[src/rtl/bus_a_src_drv.sv]
// Source-side driver for the A-bus OR-combiner: latches a select code, registers a one-hot
// source enable and gates each source lane so at most one lane toward the bus is non-zero.
module bus_a_src_drv #(
  parameter int unsigned WIDTH = 16,
  parameter int unsigned NSRC  = 9,
  parameter int unsigned SELW  = 4
) (
  input  logic                  clk,
  input  logic                  rst_n,
  input  logic                  sel_valid,
  input  logic [SELW-1:0]       sel,
  output logic                  sel_ready,
  input  logic                  hold,
  input  logic                  clr_err,
  input  logic [NSRC*WIDTH-1:0] src_data,
  output logic [NSRC*WIDTH-1:0] drv_out,
  output logic [NSRC-1:0]       src_en,
  output logic                  drv_valid,
  output logic                  sel_err
);

  typedef enum logic [0:0] {StIdle, StDrive} state_e;

  state_e            state_q, state_d;
  logic [NSRC-1:0]   en_q, en_d;
  logic              err_q, err_d;
  logic              accept;
  logic              sel_legal;
  logic              sel_none;

  assign accept    = sel_valid & ~hold;
  assign sel_legal = (sel < SELW'(NSRC));
  assign sel_none  = (sel == {SELW{1'b1}});

  always_ff @(posedge clk or negedge rst_n) begin
    if (!rst_n) begin
      state_q <= StIdle;
      en_q    <= '0;
      err_q   <= 1'b0;
    end else begin
      state_q <= state_d;
      en_q    <= en_d;
      err_q   <= err_d;
    end
  end

  always_comb begin
    state_d = state_q;
    en_d    = en_q;
    // Sticky error: a new illegal accept below overrides a simultaneous clear.
    err_d   = err_q & ~clr_err;
    if (accept) begin
      if (sel_legal) begin
        state_d = StDrive;
        for (int unsigned i = 0; i < NSRC; i++) begin
          en_d[i] = (sel == SELW'(i));
        end
      end else if (sel_none) begin
        state_d = StDrive;
        en_d    = '0;
      end else begin
        state_d = StIdle;
        en_d    = '0;
        err_d   = 1'b1;
      end
    end else if (!hold) begin
      state_d = StIdle;
      en_d    = '0;
    end
  end

  always_comb begin
    sel_ready = ~hold;
    drv_valid = (state_q == StDrive);
    src_en    = (state_q == StDrive) ? en_q : '0;
    sel_err   = err_q;
    drv_out   = '0;
    // Gate from the registered enable so live source changes pass straight through.
    for (int unsigned i = 0; i < NSRC; i++) begin
      drv_out[i*WIDTH +: WIDTH] = src_data[i*WIDTH +: WIDTH] & {WIDTH{src_en[i]}};
    end
  end

endmodule

[config.mk]
export PLATFORM = sky130hd
export DESIGN_NAME = bus_a_src_drv
export DESIGN_NICKNAME = d
export VERILOG_FILES = /design/src/rtl/bus_a_src_drv.sv
export SDC_FILE = /design/constraint.sdc
export NUM_CORES = 1
export LEC_CHECK = 0
export CAP_MARGIN = 20
export CORE_AREA = 2 2 119 121
export CTS_BUF_LIST = sky130_fd_sc_hd__clkbuf_4
export CTS_CLUSTER_SIZE = 16
export DETAILED_ROUTE_END_ITERATION = 7
export DIE_AREA = 0 0 121 123
export GPL_TIMING_DRIVEN = 0
export MAX_ROUTING_LAYER = met4
export PLACE_DENSITY_LB_ADDON = 0.1
export SETUP_SLACK_MARGIN = 0.1
export SYNTH_ARGS = -nofsm -noshare
export SYNTH_HDL_FRONTEND = slang
export SYNTH_SLANG_ARGS = --single-unit
[constraint.sdc]
create_clock -name clk -period 1.2 [get_ports clk]
set_input_delay 0.12 -clock clk [delete_from_list [all_inputs] [get_ports clk]]
set_output_delay 0.12 -clock clk [all_outputs]
set_load 0.01 [all_outputs]
==> summary.txt, run 1 <==
Run status
  • Outcome: finished with violations
  • Failing checks: setup timing

Timing
  • Fin Clk Skew: 0 ps
  • Fmax: 0.593 GHz
  • Worst slew pin tran: 498 ps
  • Post-route setup TNS: -53,080 ps
  • Slew Viols, Final: 0
  • Worst setup margin: -486 ps
  • Final critical-path required period: approximately 1700 ps
  • Slew headroom: 66.7%
  • RSZ-0062 raised after global routing: yes
  • Hold Vio Cnt, Final: 0
  • Fin crit share: 140%
  • Final Setup Violations: 154

Pwr
  • P_leak: a little under 0.003 µW
  • Max VDD drop: 0.210 mV
  • Power Density: 336 nW/µm²

Setup path
  • Setup CP Type: reg -> out
  • Buf/Inv on CP: 6
  • CP startpoint: drv_valid
  • CP peak stage delay: 400 ps
  • Crit path max fanout: 5
  • Critical Path End Type: output pin
  • Worst path most repeated cell: buf_6
  • WP data required: 1080 ps
  • Reg2Reg Launch Point: drv_valid
  • Arr. time, crit path: approximately 1600 ps
  • CP Cell Sequence: buf_6 > buf_12 > buf_6 > clkbuf_16 > buf_6 > and3_4 > buf_6
  • Critical Path Slowest Stage Cell: dfrtp_1
  • Startpoint Class: register
  • Cell family with most CP delay: buffers and inverters

Routing
  • Starting DRT DRC Count: 66
  • Via count: 3,228
  • Vias per inst: 4.28
  • Antenna viol nets, final: 0
  • Drt first pass iters: 4
  • Mean routed wirelength per cell: 16.8 µm
  • Routed wire length: 12.7 mm
  • DR DRC count: 0

GRT
  • Vias in the first global route: 3,316
  • Gr ovfl total: 0
  • Gr usage total: 16.0%
  • Largest net degree at the start of global routing: 12
  • Initial antenna violation count: 0
  • First-pass GRT wire length: about 18 mm

Logic synthesis
  • Synth warnings: 0
  • Top cell type's share of synthesized area: 57.2%
  • Sequential area share after synthesis: 17.5%
  • Post-synthesis cell type count: 19
  • Yosys reg bits: 11
  • Top post-synthesis cells by area: and3_1 57%, dfrtp_1 17%, clkbuf_1 4.5%
  • Post-synth top area cell: and3_1
  • Post-Syn Area: 1570 µm²
  • Synth Instances: 216
  • Syn Nets: approximately 370
  • Syn Area/Cell: 7.29 µm²

Floorplan
  • Die W: 121 µm
  • I/O pins: just over 300
  • Starting density of the core: between 10% and 20%
  • Die Y: roughly 120 µm
  • Rows: 43
  • Core Box Area: 13,600 µm²
  • Die ar.: 14,900 µm²

Placement
  • Worst slack, placed: -761 ps
  • Final GP Congestion: a little over 0.8
  • IO buf count: roughly 310
  • DP HPWL: about 9.4 mm

Final layout
  • Antenna cells: 0
  • NumNets Final: 729
  • Most frequent cells in the layout: 149 x clkdlybuf4s50_1, 140 x buf_6, 107 x and3_4
  • Area grow syn2layout: 294%
  • Most common cell after layout, fill and taps aside: clkdlybuf4s50_1
  • Layout cell share with drive strength beyond 1: 63.0%

Clocking
  • Number of CTS-inserted buffers: 3
  • Worst-skew pair later-pin latency: 260 ps
  • CTS Buffer Depth: 2
  • # hold bufs at CTS: 0
  • CTS H-tree depth: 1
  • Clk sink count: 11
  • CTS root buffer: clkbuf_4
  • Worst-path clk slew: 70 ps
  • CTS tree: built

Hold path
  • Hold Crit Class: in -> async

Job
  • MaxCap Viol Count: 0
-- per-layer routing --
layer | GRT usage (%) | part of all wire (%)
met1 | 17.7 | 36
met2 | 29.8 | 54
met3 | 3.27 | 8.0
met4 | 3.49 | 1.4
met5 | - | 0
-- where the power goes --
part | switching [µW] | internal, µW | total [µW]
Sequential | 17.1 | 384 | 401
Combinational | 447 | 959 | 1410
Clock | 127 | 151 | 278
Total | 591 | 1490 | 2080
-- sequential cells by signal, indices dropped and copies added (netlist names) --
signal,count
drv_valid,1
sel_err,1
en_q,9
-- kinds of logic after synthesis --
| family | after synthesis | share of synthesized area, % |
|---|---|---|
| AO/OA/AOI/OAI | 11 | 6.36 |
| buffers and inverters | 32 | 11.0 |
| flip-flops | 11 | 17.5 |
| AND/OR/NAND/NOR | 162 | 65.2 |
-- per-stage QoR --
| stage | cells | utilization, % | instance area [µm²] | hold slack, ps | power, µW |
|---|---|---|---|---|---|
| after global placement | 704 | 35.9 | 4890 | 497 | 1260 |
| after floorplan | 216 | - | 1580 | -176 | 618 |
| after CTS | 756 | 39.7 | 5400 | 207 | 2010 |
| after detailed placement | 704 | 35.9 | 4890 | 498 | 1270 |
| final | 755 | 45.5 | 6200 | 184 | 2080 |
| after global routing | 755 | 45.5 | 6200 | 212 | 2210 |
-- final timing paths --
check                         endpoint  slack [ps]  cells past startpoint
max                        drv_out[15]        -490                      7
min reg2reg                    sel_err         540                      2
min in group clk               en_q[1]         290                      2
min                            en_q[1]         180                      1
max in group asynchronous      en_q[5]         650                      1
max reg2reg                  drv_valid         -20                      5
-- synth_stat cells (all sizes together) --
master	n
a22o	5
and2b	1
nor3	3
a32o	5
dfrtp	11
and3	144
nor2b	1
or3	1
buf	7
inv	5
clkbuf	20
o22ai	1
and2	9
nand3	2
nand2b	1
-- repair_timing --
item | in CTS | in global routing
gates cloned | 12 | 0
resized for setup | 799 | 192
pin swaps | 7 | 3
endpoints found under the setup margin | 160 | 160
setup buffers | 36 | 6
-- cell type report --
class / count / area, µm²
flip-flops and latches: 11 / 287
fillers: 1359 / 7420
clock buffers: 4 / 30.0
multi-input cells: 173 / 1700
repair buffers: 360 / 3680
inverters: 5 / 18.8
plain buffers: 22 / 254
well taps: 180 / 225
Power figures use the tool's default switching activity.
==> inputs of run 2 (changes only) <==
Settings changed: TNS_END_PERCENT set to 10.
==> summary.txt, run 2 (same netlist as run 1, synthesis figures left out) <==
Run status
  • Outcome: finished with violations (unchanged)
  • Failing checks: setup timing (unchanged)

Routing
  • Starting DRT DRC Count: 104 (was 66)
  • DR DRC count: 0 (unchanged)
  • Mean routed wirelength per cell: 16.5 µm (was 16.8 µm)
  • Vias per inst: 4.15 (was 4.28)
  • Routed wire length: 11.8 mm (was 12.7 mm)
  • Antenna viol nets, final: 0 (unchanged)
  • Drt first pass iters: 4 (unchanged)
  • Via count: 2,985 (was 3,228)

Setup path
  • CP Cell Sequence: buf_6 > buf_12 > buf_8 > clkbuf_16 > and3_4 > buf_6 (was buf_6 > buf_12 > buf_6 > clkbuf_16 > buf_6 > and3_4 > buf_6)
  • Worst setup path endpoint: drv_out[6] (was drv_out[15])
  • Buf/Inv on CP: 5 (was 6)
  • Critical Path Slowest Stage Cell: dfrtp_1 (unchanged)
  • Cell family with most CP delay: buffers and inverters (unchanged)
  • RR Endpoint: en_q[0] (was drv_valid)
  • Crit path max fanout: 5 (unchanged)
  • Critical Path End Type: output pin (unchanged)
  • Startpoint Class: register (unchanged)
  • R2R cell count: 2 (was 5)
  • Reg2Reg Launch Point: en_q[0] (was drv_valid)
  • Setup CP Type: reg -> out (unchanged)
  • WP data required: 1080 ps (about the same)
  • Arr. time, crit path: 1460 ps (was 1570 ps)
  • Flop2flop setup slack: 120 ps (was -20 ps)
  • Worst path depth: 6 (was 7)
  • CP peak stage delay: 400 ps (about the same)
  • CP startpoint: drv_valid (unchanged)
  • Worst path most repeated cell: buf_6 (unchanged)

Clocking
  • CTS H-tree depth: 1 (unchanged)
  • CTS Buffer Depth: 2 (unchanged)
  • CTS tree: built (unchanged)
  • Worst-path clk slew: 80 ps (was 70 ps)
  • CTS root buffer: clkbuf_4 (unchanged)
  • Clk sink count: 11 (unchanged)
  • Number of CTS-inserted buffers: 3 (unchanged)
  • Worst-skew pair later-pin latency: 260 ps (about the same)

Final layout
  • Most frequent cells in the layout: 149 x clkdlybuf4s50_1, 120 x and3_1, 108 x buf_2 (was 149 x clkdlybuf4s50_1, 140 x buf_6, 107 x and3_4)
  • Area grow syn2layout: 210% (was 294%)
  • Largest register FFs: 9 (unchanged)
  • FF/Latch Area: 284 µm² (was 287 µm²)
  • Antenna cells: 0 (unchanged)
  • Largest reg by FF count: en_q (unchanged)
  • Layout cell share with drive strength beyond 1: 43.8% (was 63.0%)
  • Most common cell after layout, fill and taps aside: clkdlybuf4s50_1 (unchanged)
  • Multi-input logic area: 1270 µm² (was 1700 µm²)
  • NumNets Final: 693 (was 729)
  • Fillers: 1,476 (was 1,359)

Pwr
  • P_leak: 0.00285 µW (was 0.00296 µW)
  • Max VDD drop: 0.207 mV (was 0.210 mV)
  • Power Density: 352 nW/µm² (was 336 nW/µm²)
  • Total power: 1720 µW (was 2080 µW)

Placement
  • DP HPWL: 9.38 mm (unchanged)
  • IO buf count: 308 (unchanged)
  • Final GP Congestion: 0.820 (unchanged)

Timing
  • Slew headroom: 66.4% (was 66.7%)
  • Worst slew pin tran: 503 ps (was 498 ps)
  • Final critical-path required period: 1580 ps (was 1690 ps)
  • Slew Viols, Final: 0 (unchanged)
  • Worst setup margin: -376 ps (was -486 ps)
  • Hold Vio Cnt, Final: 0 (unchanged)
  • Fin Clk Skew: 0 ps (unchanged)
  • Fin crit share: 131% (was 140%)
  • RSZ-0062 raised after global routing: yes (unchanged)
  • Fmax: 0.635 GHz (was 0.593 GHz)
  • Hold slack: 184 ps (about the same)
  • Final Setup Violations: 153 (was 154)

Hold path
  • Hold Crit Class: in -> async (unchanged)

GRT
  • First-pass GRT wire length: 16.8 mm (was 18.2 mm)
  • Initial antenna violation count: 0 (unchanged)
  • Vias in the first global route: 2,995 (was 3,316)
  • Gr ovfl total: 0 (unchanged)
  • Gr usage total: 14.8% (was 16.0%)
  • Largest net degree at the start of global routing: 12 (unchanged)

Floorplan
  • I/O pins: 309 (unchanged)
  • Die W: 121 µm (unchanged)
  • Die Y: 123 µm (unchanged)
  • Starting density of the core: 11.6% (unchanged)
  • Rows: 43 (unchanged)
  • Die ar.: 14,900 µm² (unchanged)
  • Core Box Area: 13,600 µm² (unchanged)

Job
  • MaxCap Viol Count: 0 (unchanged)
## run 2: changes by cell type in the layout (fill, tap and decap cells not counted), moves of 8 or more
cell / delta
buf_2: +71
buf_8: -17
clkdlybuf4s15_2: +8
buf_4: -8
and3_1: +83
buf_6: -91
and3_4: -83
## run 2: power by group
group / internal (µW) / total (µW) / switching, µW
Sequential: 384 / 404 / 20.3
Combinational: 706 / 1040 / 333
Clock: 151 / 279 / 128
## run 2: layer usage
metal / wire length [µm] / track usage [%]
met1: 4630 / 16.8
met2: 6080 / 26.7
met3: 961 / 3.23
met4: 159 / 3.49
met5: 0 / -
## run 2: worst min-delay path by stage
stage | cells past startpoint | endpoint | slack [ps]
2_1_floorplan | 0 | drv_valid | -180
3_3_place_gp | 1 | sel_err | 500
3_5_place_dp | 1 | sel_err | 500
4_1_cts | 1 | sel_err | 210
5_1_grt | 1 | en_q[0] | 210
6_report | 1 | en_q[1] | 180
## run 2: worst register-to-register path: cells and delay by family, from the launching register on
family / cells / cell delay, ps
compound gates: 1 / 230
buf+inv: 1 / 250
flops: 1 / 480
## run 2: layout make-up
class | instances | area share [%]
Inverter | 5 | 0.384
Buffer | 24 | 5.38
Tap cell | 180 | 4.61
Sequential cell | 11 | 5.81
Timing Repair Buffer | 322 | 57.1
Clock buffer | 4 | 0.615
Multi-Input combinational cell | 173 | 26.1
## run 2: what timing repair did
action / CTS / global route
hold buffers: 0 / 0
gates cloned: 3 / 1
gates resized for setup: 684 / 66
buffers inserted: 7 / 4
pin swaps: 1 / 0
setup endpoints to repair: 160 / 158
endpoints found under the hold margin: 0 / 0
## run 2: stage by stage
step / worst slack, ps / setup TNS (ps) / cells / utilization, % / instance area, µm²
4_1_cts: -623 / -47230 / 718 / 34.5 / 4690
3_3_place_gp: -714 / -76910 / 704 / 35.9 / 4890
3_5_place_dp: -761 / -80400 / 704 / 35.9 / 4890
5_1_grt: -429 / -53610 / 719 / 35.9 / 4880
2_1_floorplan: 94.6 / 0 / 216 / - / 1580
6_report: -376 / -43690 / 719 / 35.9 / 4880
==> inputs of run 3 (changes only) <==
Settings changed: CELL_PAD_IN_SITES_DETAIL_PLACEMENT set to 0, CELL_PAD_IN_SITES_GLOBAL_PLACEMENT set to 1, CORE_AREA 2 2 119 121 to not set, CORE_ASPECT_RATIO set to 1.1, CORE_MARGIN set to 2, CORE_UTILIZATION set to 11, DIE_AREA 0 0 121 123 to not set.
==> summary.txt, run 3 (same netlist as run 1, synthesis figures left out) <==
Setup path
  • Arr. time, crit path: 1440 ps (was 1460 ps)
  • WP data required: 1080 ps (about the same)
  • Startpoint Class: register (unchanged)
  • Crit path max fanout: 10 (was 5)
  • Setup CP Type: reg -> out (unchanged)
  • Critical Path End Type: output pin (unchanged)

Timing
  • Fin Clk Skew: 0 ps (unchanged)
  • Hold Vio Cnt, Final: 0 (unchanged)
  • RSZ-0062 raised after global routing: yes (unchanged)
  • Slew Viols, Final: 0 (unchanged)
  • Fmax: 0.640 GHz (was 0.635 GHz)
  • Final Setup Violations: 153 (unchanged)
  • Worst setup margin: -363 ps (was -376 ps)
  • Fin crit share: 130% (was 131%)
  • Final critical-path required period: 1560 ps (was 1580 ps)
  • Slew headroom: 63.5% (was 66.4%)
  • Worst slew pin tran: 545 ps (was 503 ps)

Floorplan
  • Core Box Area: 13,900 µm² (was 13,600 µm²)
  • Die ar.: 15,300 µm² (was 14,900 µm²)
  • Die W: 118 µm (was 121 µm)
  • Rows: 45 (was 43)
  • Starting density of the core: 11.3% (was 11.6%)
  • Die Y: 129 µm (was 123 µm)
  • I/O pins: 309 (unchanged)

GRT
  • Top Usage Layer GRT: met2 (unchanged)
  • Met3 Resource Use GR: 3.08% (was 3.23%)
  • Largest net degree at the start of global routing: 12 (unchanged)
  • First-pass GRT wire length: 17.7 mm (was 16.8 mm)
  • Met1 Resource Use GR: 16.5% (was 16.8%)
  • Vias in the first global route: 3,047 (was 2,995)
  • Gr ovfl total: 0 (unchanged)
  • Met2 usage: 28.2% (was 26.7%)
  • Gr usage total: 15.1% (was 14.8%)
  • Initial antenna violation count: 2 (was 0)

Final layout
  • Most frequent cells in the layout: 150 x clkdlybuf4s50_1, 113 x and3_1, 107 x buf_2 (was 149 x clkdlybuf4s50_1, 120 x and3_1, 108 x buf_2)
  • Layout cell share with drive strength beyond 1: 45.7% (was 43.8%)
  • Largest register FFs: 9 (unchanged)
  • NumNets Final: 690 (was 693)
  • Fillers: 1,514 (was 1,476)
  • Final instance area: 4920 µm² (was 4880 µm²)
  • Layout Cells excl Fill: 726 (was 719)
  • Largest reg by FF count: en_q (unchanged)
  • Core Util, Final: 35.4% (was 35.9%)
  • Area grow syn2layout: 213% (was 210%)
  • Most common cell after layout, fill and taps aside: clkdlybuf4s50_1 (unchanged)

Routing
  • DR DRC count: 0 (unchanged)
  • Starting DRT DRC Count: 46 (was 104)
  • Antenna viol nets, final: 0 (unchanged)
  • Via count: 2,985 (unchanged)
  • Routed wire length: 12.1 mm (was 11.8 mm)
  • Drt first pass iters: 4 (unchanged)
  • Mean routed wirelength per cell: 16.7 µm (was 16.5 µm)
  • Vias per inst: 4.11 (was 4.15)

Clocking
  • Number of CTS-inserted buffers: 3 (unchanged)
  • Worst-skew pair later-pin latency: 270 ps (was 260 ps)
  • CTS tree: built (unchanged)
  • # hold bufs at CTS: 0 (unchanged)
  • Clk sink count: 11 (unchanged)
  • Worst-path clk slew: 80 ps (about the same)
  • CTS H-tree depth: 1 (unchanged)
  • CTS root buffer: clkbuf_4 (unchanged)
  • CTS Buffer Depth: 2 (unchanged)

Job
  • MaxCap Viol Count: 0 (unchanged)

Run status
  • Failing checks: setup timing (unchanged)
  • Outcome: finished with violations (unchanged)

Placement
  • DP HPWL: 9.70 mm (was 9.38 mm)
  • Placed cell areas: 4900 µm² (was 4890 µm²)
  • Worst slack, placed: -724 ps (was -761 ps)
  • IO buf count: 308 (unchanged)
  • Cells after DPL: 712 (was 704)
  • Final GP Congestion: 0.751 (was 0.820)

Pwr
  • Total power: 1750 µW (was 1720 µW)
  • Power Density: 356 nW/µm² (was 352 nW/µm²)
  • Max VDD drop: 0.208 mV (was 0.207 mV)
  • P_leak: 0.00282 µW (was 0.00285 µW)

Hold path
  • Hold Crit Class: in -> async (unchanged)
run 3: final timing paths:
path,start,slack [ps],depth (start not counted),endpoint
worst max register to register,drv_valid,150,3,drv_valid
min in group clk,hold,280,2,en_q[1]
worst min register to register,sel_err,550,2,sel_err
worst min-delay path,rst_n,200,1,en_q[5]
max in group asynchronous,rst_n,610,1,en_q[3]
worst max-delay path,drv_valid,-360,5,drv_out[58]
run 3: stage by stage:
| stage | setup TNS, ps | hold WS [ps] |
|---|---|---|
| CTS | -52640 | 217 |
| finish | -48100 | 202 |
| detailed placement | -83280 | 518 |
| global placement | -79300 | 499 |
| floorplan | 0 | -176 |
| global route | -56010 | 239 |
run 3: per-layer routing:
layer	vias up	share of wire, %
met4	0	0.91
met3	6	7.0
met2	167	53
met1	1365	39
li1	1447	-
met5	-	0
run 3: cell type report:
class | count | area [µm²] | area share [%]
diodes | 2 | 5.00 | 0.102
plain buffers | 26 | 323 | 6.55
clock buffers | 4 | 30.0 | 0.610
inverters | 5 | 18.8 | 0.381
multi-input cells | 173 | 1310 | 26.6
flip-flops and latches | 11 | 285 | 5.79
well taps | 188 | 235 | 4.78
repair buffers | 317 | 2720 | 55.2
run 3: power by group:
group / leakage, µW / switching, µW / internal (µW)
Clock: 0.0000184 / 137 / 151
Combinational: 0.00266 / 338 / 722
Sequential: 0.000138 / 23.0 / 384
run 3: what timing repair did:
| action | 4_1_cts | 5_1_grt |
|---|---|---|
| hold endpoints to repair | 0 | 0 |
| setup endpoints to repair | 160 | 157 |
| pin swaps | 3 | 3 |
| setup buffers | 4 | 0 |
| resized for setup | 698 | 72 |
| cloned | 5 | 0 |
run 3: worst max-delay path: stages (launching register included):
cell	delay, ps
dfrtp_2	440
buf_8	150
clkbuf_16	160
buf_6	130
and3_1	140
buf_2	140
